$ cat config.mk
export PLATFORM = sky130hd
export DESIGN_NAME = if_fetch_unit
export DESIGN_NICKNAME = d
export VERILOG_FILES = /design/src/rtl/if_fetch_unit.sv
export SDC_FILE = /design/constraint.sdc
export NUM_CORES = 1
export LEC_CHECK = 0
export ABC_AREA = 1
export BUFFER_PORTS_ARGS = -buffer_cell sky130_fd_sc_hd__buf_2
export CELL_PAD_IN_SITES_DETAIL_PLACEMENT = 0
export CELL_PAD_IN_SITES_GLOBAL_PLACEMENT = 1
export CORE_MARGIN = 3
export CORE_UTILIZATION = 25
export CTS_BUF_LIST = sky130_fd_sc_hd__clkbuf_8 sky130_fd_sc_hd__clkbuf_16
export DETAILED_ROUTE_END_ITERATION = 6
export PLACE_DENSITY = 0.53
export SYNTH_ARGS = -nofsm -noshare
export SYNTH_HDL_FRONTEND = slang
export SYNTH_SLANG_ARGS = --single-unit
$ cat constraint.sdc
create_clock -name clk_i -period 2.9 [get_ports clk_i]
set_input_delay 0.145 -clock clk_i [delete_from_list [all_inputs] [get_ports clk_i]]
set_output_delay 0.145 -clock clk_i [all_outputs]
set_load 0.01 [all_outputs]
$ cat src/rtl/if_fetch_unit.sv
// Instruction-fetch stage: PC/valid-ready in, imem request/response, in-order (pc, instr) out to ID.
// Optional IF_MISALIGN_CHK_EN: misaligned PCs bypass memory and are offered as NOPs with if_misalign_o.
module if_fetch_unit #(
    parameter int unsigned FIFO_DEPTH = 2
) (
    input  logic        clk_i,
    input  logic        rst_ni,
    input  logic        pc_valid_i,
    input  logic [31:0] pc_i,
    output logic        pc_ready_o,
    input  logic        flush_i,
    output logic        imem_req_valid_o,
    output logic [31:0] imem_req_addr_o,
    input  logic        imem_req_ready_i,
    input  logic        imem_rsp_valid_i,
    input  logic [31:0] imem_rsp_data_i,
    output logic        if_valid_o,
    output logic [31:0] if_pc_o,
    output logic [31:0] if_instr_o,
    input  logic        if_ready_i
`ifdef IF_MISALIGN_CHK_EN
    ,
    output logic        if_misalign_o
`endif
);

    localparam int unsigned AW = (FIFO_DEPTH > 1) ? $clog2(FIFO_DEPTH) : 1;
    localparam int unsigned CW = AW + 1;
    localparam logic [CW:0] DEPTH_L = FIFO_DEPTH[CW:0];
    localparam logic [31:0] NOP = 32'h0000_0013;

    logic [FIFO_DEPTH-1:0][31:0] pc_mem;
    logic [FIFO_DEPTH-1:0]       mis_mem;
    logic [FIFO_DEPTH-1:0][31:0] d_mem;
    logic [AW-1:0]               pc_wr, pc_rd, d_wr, d_rd;
    logic [CW-1:0]               pc_cnt, d_cnt, pending_cnt, discard_cnt;

    logic [CW:0] credit_sum;
    logic        ok, mis_in, req_valid, req_fire, accept;
    logic        head_mis, pop, d_pop, rsp_keep, rsp_drop;

`ifdef IF_MISALIGN_CHK_EN
    assign mis_in = (pc_i[1:0] != 2'b00);
`else
    assign mis_in = 1'b0;
`endif

    // Killed-but-unanswered requests still occupy credit until their words come back.
    assign credit_sum = {1'b0, pc_cnt} + {1'b0, discard_cnt};
    assign ok         = !flush_i && (credit_sum < DEPTH_L);
    assign req_valid  = pc_valid_i && ok && !mis_in;
    assign req_fire   = req_valid && imem_req_ready_i;
    assign accept     = pc_valid_i && ok && (mis_in || imem_req_ready_i);

    assign imem_req_valid_o = rst_ni && req_valid;
    assign imem_req_addr_o  = pc_i;
    assign pc_ready_o       = rst_ni && (flush_i || (ok && (mis_in || imem_req_ready_i)));

    assign head_mis   = (pc_cnt != '0) && mis_mem[pc_rd];
    assign if_valid_o = (pc_cnt != '0) && (head_mis || (d_cnt != '0));
    assign if_pc_o    = pc_mem[pc_rd];
    assign if_instr_o = head_mis ? NOP : d_mem[d_rd];
`ifdef IF_MISALIGN_CHK_EN
    assign if_misalign_o = head_mis;
`endif

    assign pop      = if_valid_o && if_ready_i && !flush_i;
    assign d_pop    = pop && !head_mis;
    assign rsp_keep = imem_rsp_valid_i && (discard_cnt == '0);
    assign rsp_drop = imem_rsp_valid_i && (discard_cnt != '0);

    always_ff @(posedge clk_i or negedge rst_ni) begin
        if (!rst_ni) begin
            pc_mem      <= '0;
            mis_mem     <= '0;
            d_mem       <= '0;
            pc_wr       <= '0;
            pc_rd       <= '0;
            d_wr        <= '0;
            d_rd        <= '0;
            pc_cnt      <= '0;
            d_cnt       <= '0;
            pending_cnt <= '0;
            discard_cnt <= '0;
        end else if (flush_i) begin
            pc_wr       <= '0;
            pc_rd       <= '0;
            d_wr        <= '0;
            d_rd        <= '0;
            pc_cnt      <= '0;
            d_cnt       <= '0;
            pending_cnt <= '0;
            // A response landing in the flush cycle answers one of the now-killed requests.
            discard_cnt <= discard_cnt + pending_cnt - CW'(rsp_keep);
        end else begin
            if (accept) begin
                pc_mem[pc_wr]  <= pc_i;
                mis_mem[pc_wr] <= mis_in;
                pc_wr          <= pc_wr + 1'b1;
            end
            if (pop) begin
                pc_rd <= pc_rd + 1'b1;
            end
            case ({accept, pop})
                2'b10:   pc_cnt <= pc_cnt + 1'b1;
                2'b01:   pc_cnt <= pc_cnt - 1'b1;
                default: ;
            endcase

            if (rsp_keep) begin
                d_mem[d_wr] <= imem_rsp_data_i;
                d_wr        <= d_wr + 1'b1;
            end
            if (d_pop) begin
                d_rd <= d_rd + 1'b1;
            end
            case ({rsp_keep, d_pop})
                2'b10:   d_cnt <= d_cnt + 1'b1;
                2'b01:   d_cnt <= d_cnt - 1'b1;
                default: ;
            endcase

            if (rsp_drop) begin
                discard_cnt <= discard_cnt - 1'b1;
            end
            pending_cnt <= pending_cnt + CW'(req_fire) - CW'(rsp_keep);
        end
    end

    a_rsp_underflow: assert property (@(posedge clk_i) disable iff (!rst_ni)
        imem_rsp_valid_i |-> ((pending_cnt != '0) || (discard_cnt != '0)));
    a_pc_overflow: assert property (@(posedge clk_i) disable iff (!rst_ni)
        accept |-> ({1'b0, pc_cnt} < DEPTH_L));
    a_data_overflow: assert property (@(posedge clk_i) disable iff (!rst_ni)
        (rsp_keep && !flush_i) |-> (({1'b0, d_cnt} < DEPTH_L) || d_pop));
    a_data_le_pc: assert property (@(posedge clk_i) disable iff (!rst_ni)
        d_cnt <= pc_cnt);
    a_credit: assert property (@(posedge clk_i) disable iff (!rst_ni)
        ({1'b0, pending_cnt} + {1'b0, discard_cnt}) <= DEPTH_L);

endmodule

# --- Yosys cells after proc, flatten, opt, wreduce, memory -nomap -nowiden ---
# Cells that the tools add are included.
totals:
  regBits: 142
  mem_bits_rw: 0
  latchBits: 0
  word_cells: 103
  mem_bits_ro: 0
  memories: 0
  out_inout_bits: 99
  input_bits: 71
classes:
  shift: 0
  n_bitwise: 3
  n_eq_ne: 4
  n_lt_le_gt_ge: 7
  n_mul: 0
  muxes: 30
  reduce_logical: 32
  add_sub_neg: 14
  div_mod_pow: 0
op_table:
  columns: ["op", "n"]
  rows:
  - ["$mux 32", 7]
  - ["$bwmux 64", 2]
  - ["$demux 32 s1", 2]
  - ["$reduce_bool 2->1", 8]
  - ["$logic_and 1x1->1", 15]
  - ["$mux 1", 11]
  - ["$mux 2", 5]
  - ["$lt 1x2->1 const B", 4]
  - ["$pmux 2 s2", 2]
  - ["$reduce_bool 3->1", 2]
  - ["$sub 2x1->2 const B", 3]
  - ["$add 1x1->1 const B", 4]
  - ["$add 2x1->2 const B", 2]
  - ["$eq 2x1->1 const B", 2]
  - ["$eq 2x2->1 const B", 2]
  - ["$reduce_and 2->1", 2]
  - ["$sub 2x1->2", 2]
  - ["$add 2x2->3", 1]
  - ["$lt 3x2->1 const B", 1]
  - ["$add 2x1->2", 1]
  - ["$add 2x2->2", 1]
  - ["$and 2x2->2", 1]
  - ["$ge 1x1->1 const B", 2]
  - ["$logic_not 1->1", 2]
  - ["other kinds (5)", 6]

# --- Longest topological paths before layout ---
depth:
  depth_word: 11
  ltp_mapped: 11
  mapped_depth_nobuf: 11

# --- Worst setup path before layout ---
# OpenSTA, ideal clock, no wires.
synth_path:
  path_kind: "register to register"
  from: "register pc_cnt[0]"
  to: "register pending_cnt[1]"
  period_less_slack_ns: 2.088
  setup_time_ns: 0.118
  stages_incl_launch_ff: 11
  t_required_ns: 2.782
  n_path_buf: 0
  setup_slack_ns: 0.812
  t_arrival_ns: 1.969
  cell_sequence: "dfrtp_1 > nand2_1 > inv_1 > fa_1 > nor2_8 > nand4_4 > ha_1 > inv_1 > ha_1 > xor2_1 > nor2_1"
synth_between:
  elab_chain_cells: 8
synth_rtl:
  columns: ["item", "line", "text"]
  rows:
  - ["start, declared", "36", "logic [CW-1:0] pc_cnt, d_cnt, pending_cnt, discard_cnt;"]
  - ["start signal, assigned", "105", "2'b10: pc_cnt <= pc_cnt + 1'b1;"]
  - ["start signal, assigned", "106", "2'b01: pc_cnt <= pc_cnt - 1'b1;"]
  - ["$add 2x2->3", "49", "assign credit_sum = {1'b0, pc_cnt} + {1'b0, discard_cnt};"]
  - ["$lt 3x2->1", "50", "assign ok = !flush_i && (credit_sum < DEPTH_L);"]
  - ["$logic_and 1x1->1", "50", null]
  - ["$logic_and 1x1->1", "51", "assign req_valid = pc_valid_i && ok && !mis_in;"]
  - ["$logic_and 1x1->1", "52", "assign req_fire = req_valid && imem_req_ready_i;"]
  - ["$add 2x1->2", "126", "pending_cnt <= pending_cnt + CW'(req_fire) - CW'(rsp_keep);"]
  - ["$sub 2x1->2", "126", null]
  - ["$mux 2", "85", "end else if (flush_i) begin"]
  - ["end signal, assigned", "126", null]
  - ["end, declared", "36", null]
# No other way between the ends.
# A chain may end at the register's enable or synchronous reset.

# --- Worst setup path in the final report ---
layout_path:
  from: "register pc_cnt[0]"
  to: "register pc_mem[56] (netlist bit)"
layout_between:
  elab_chain_cells: 6
layout_rtl:
  columns: ["item", "line", "text"]
  rows:
  - ["$add 2x2->3", "49", null]
  - ["$lt 3x2->1", "50", null]
  - ["$logic_and 1x1->1", "50", null]
  - ["$logic_and 1x1->1 (2 in a row)", "53", "assign accept = pc_valid_i && ok && (mis_in || imem_req_ready_i);"]
  - ["$reduce_and 2->1 (no line)", null, null]
  - ["end signal, assigned by index", "97", "pc_mem[pc_wr] <= pc_i;"]
  - ["end, declared", "32", "logic [FIFO_DEPTH-1:0][31:0] pc_mem;"]
# No other way between the ends.

==> flow_summary.toml <==
[logic_synthesis]
synth_area_leaders = "dfrtp_1 (50%), nand2_1 (15%), o21ai_0 (6.3%)"
syn_inst = 834
yosysTopAreaCell = "dfrtp_1"
synth_top_area_share = 0.505
synth_edf_count = 0
synthArstFlopShare = 1.00
avgSynthCellArea_um2 = 8.44
synth_top_flop_cell = "dfrtp_1"
yosysUniqueCellTypes = 28
synth_area_um2 = 7040
synth-seq-area-share = 0.505
ys_seq_elements = 142
syn-num-nets = 911
ys_warn_count = 0

[clock_network]
insertion_delay_ns = 0.42
cts_setup_buffers = 0
path_clk_slew_ns = 0.07
cts-buffers-inserted = 17
ctsHtreeMaxLevel = 4
clock-sinks = 142
cts_root_buf = "clkbuf_16"
cts_tree = "built"
clockBufferDepth = 2

[place]
pre_cts_slack_ns = 0.398
dp_hpwl_um = 11300
routabilityCongestion = 0.702
placed_cells = 1311
port_buffers = 169

[route]
vias = 5627
dr_wl_met3_um = 1020
met2_wirelength_um = 7910
met1Wirelength_um = 8640
highest_layer = "met5"
drc = 0
drt-initial-drc-count = 323
wl_um = 17700
vias_per_cell = 4.03
wl_per_cell_um = 12.7
drtPass1Iterations = 4
ant_nets = 0

[worst_setup_path]
slowest_delay_ns = 0.73
critPathBufInv = 2
crit_slowest_cell = "inv_2"
worst-setup-path-type = "register to register"
path_delay_family = "buffers and inverters"
path_max_fanout = 64
start_kind = "register"
crit_cells = 8
critPathRequiredTime_ns = 3.15
crit_arrival_ns = 2.71
r2r-start = "pc_cnt[0]$_DFFE_PN0P_"
path_cells = "nand2_1 -> inv_1 -> fa_1 -> nor2_8 -> nand4_4 -> nor2_4 -> inv_2 -> o21ai_0"
crit_path_start = "pc_cnt[0]$_DFFE_PN0P_"
reg2reg_depth = 8
cp-end-kind = "register"

[hold_path]
holdPathStages = 3
min_from = "pc_i[0]"
worst_hold_path_type = "input port to register"

[final_layout]
syn2layout_area_growth_pct = 29.4
fill_cells = 2989
num_antenna_cells = 0
nets = 1090
fin_cells = 1398
drive_above_1_share = 0.270
utilization = 0.333

[grt]
grt_pass1_wl_um = 29400
grt_pass1_vias = 5727
grt_usage = 0.120
grt_start_max_net_pins = 68
antenna_found_initial = 1
overflow = 0

[sta]
finalCriticalPeriod_ns = 2.46
setup_viol = 0
rsz0062_at_grt = "no"
period_share = 0.848
worst_slew_pin_slew_ns = 1.03
relSlewSlack = 0.312
setup_tns_ns = 0
timing.fmax_ghz = 0.407
finalHoldViolCount = 0
maxSlewViolCount = 0
clock_skew_ns = 0.0120
finalWorstSetupSlack_ns = 0.442

[outcome]
run_status = "finished clean"

[power]
power_density_nw_per_um2 = 945
leakage_nw = 5.01
vdd_drop_max_mv = 0.296
p_total_mw = 8.61

[job]
drv_cap = 0

[floorplanning]
die_w_um = 174
io_pins = 170
core_area_um2 = 27300
die-area_um2 = 30200
initial_utilization = 0.258
die_y_um = 174
rows = 60
kinds of logic after synthesis:
kind of cell    share of synthesized area
mux                                0.0464
xor+xnor                          0.00747
simple gates                        0.184
buf+inv                             0.133
flops                               0.505
compound gates                      0.113
fa+ha+maj                          0.0117
path summary, 6_finish.rpt:
path | end | slack (ns)
worst max register to register | pc_mem[56]$_DFFE_PN0P_ | 0.44
min in group asynchronous | d_mem[5]$_DFFE_PN0P_ | 0.25
worst min register to register | d_mem[25]$_DFFE_PN0P_ | 0.48
max in group asynchronous | d_mem[13]$_DFFE_PN0P_ | 1.81
worst min-delay path | pc_mem[0]$_DFFE_PN0P_ | 0.02
worst max-delay path | pc_mem[56]$_DFFE_PN0P_ | 0.44
per-stage QoR:
step | hold WS [ns] | cell area [um^2]
6_report | 0.0189 | 9110
5_1_grt | 0.0111 | 9110
4_1_cts | 0.00110 | 9110
3_5_place_dp | 0.184 | 7980
3_3_place_gp | 0.171 | 7980
2_1_floorplan | -0.151 | 7040
per-layer routing:
metal	global-route usage	vias up
li1	-	2921
met1	0.159	2551
met2	0.191	138
met3	0.0383	15
met4	0.0302	2
met5	0	-
flip-flops by register name (all words and copies together) (netlist names):
| name | cells |
|---|---|
| pending_cnt | 2 |
| d_cnt | 2 |
| d_wr | 1 |
| d_rd | 1 |
| discard_cnt | 2 |
| mis_mem | 2 |
| pc_wr | 1 |
| d_mem | 64 |
| pc_mem | 64 |
| pc_cnt | 2 |
| pc_rd | 1 |
cells in the mapped netlist, types with 2 or more instances:
| cell | instances |
|---|---|
| nor2_4 | 2 |
| o21ai_1 | 22 |
| buf_1 | 2 |
| inv_2 | 5 |
| clkbuf_1 | 16 |
| xnor2_1 | 3 |
| nand4_1 | 7 |
| buf_6 | 11 |
| a21oi_1 | 2 |
| xor2_1 | 3 |
| ha_1 | 5 |
| mux2_2 | 29 |
| inv_1 | 113 |
| nand2_1 | 284 |
| buf_4 | 32 |
| o211ai_1 | 3 |
| o21ai_2 | 24 |
| nor2_1 | 11 |
| dfrtp_1 | 142 |
| buf_2 | 13 |
| o21ai_0 | 88 |
| nand3_1 | 11 |
area by class of cell:
type / count / area, um^2 / share of cell area
Timing Repair Buffer: 234 / 1520 / 0.166
Multi-Input combinational cell: 500 / 2550 / 0.280
Tap cell: 372 / 465 / 0.0511
Clock inverter: 13 / 130 / 0.0143
Sequential cell: 142 / 3550 / 0.390
Clock buffer: 19 / 453 / 0.0497
Inverter: 118 / 443 / 0.0486
worst reg2reg max path, cell delays in order (launching register included):
cell and delay, ns:
dfrtp_1 0.42, nand2_1 0.07, inv_1 0.04, fa_1 0.58, nor2_8 0.05, nand4_4 0.12
nor2_4 0.05, inv_2 0.73, o21ai_0 0.21
cells in the final DEF, fill, tap and decap left out, drive strengths merged:
| cell | count |
|---|---|
| a21oi | 2 |
| buf | 179 |
| bufinv | 1 |
| clkbuf | 19 |
| clkinv | 4 |
| clkinvlp | 2 |
| dfrtp | 142 |
| dlygate4sd3 | 55 |
| fa | 1 |
| ha | 5 |
| inv | 124 |
| mux2 | 29 |
| nand2 | 285 |
| nand3 | 12 |
| nand4 | 8 |
| nor2 | 15 |
| o211ai | 3 |
| o21ai | 134 |
| xnor2 | 3 |
| xor2 | 3 |
power by group:
| group | switching, mW | leakage, nW | internal, mW | total (mW) |
|---|---|---|---|---|
| logic | 1.91 | 2.87 | 1.41 | 3.32 |
| clock network | 0.924 | 0.284 | 1.25 | 2.17 |
| registers | 0.427 | 1.85 | 2.69 | 3.12 |
what timing repair did:
action	CTS	global route
endpoints found under the hold margin	143	0
gates resized for setup	0	0
hold buffers	55	0
setup endpoints to repair	0	0
(Power assumes the default switching activity.)
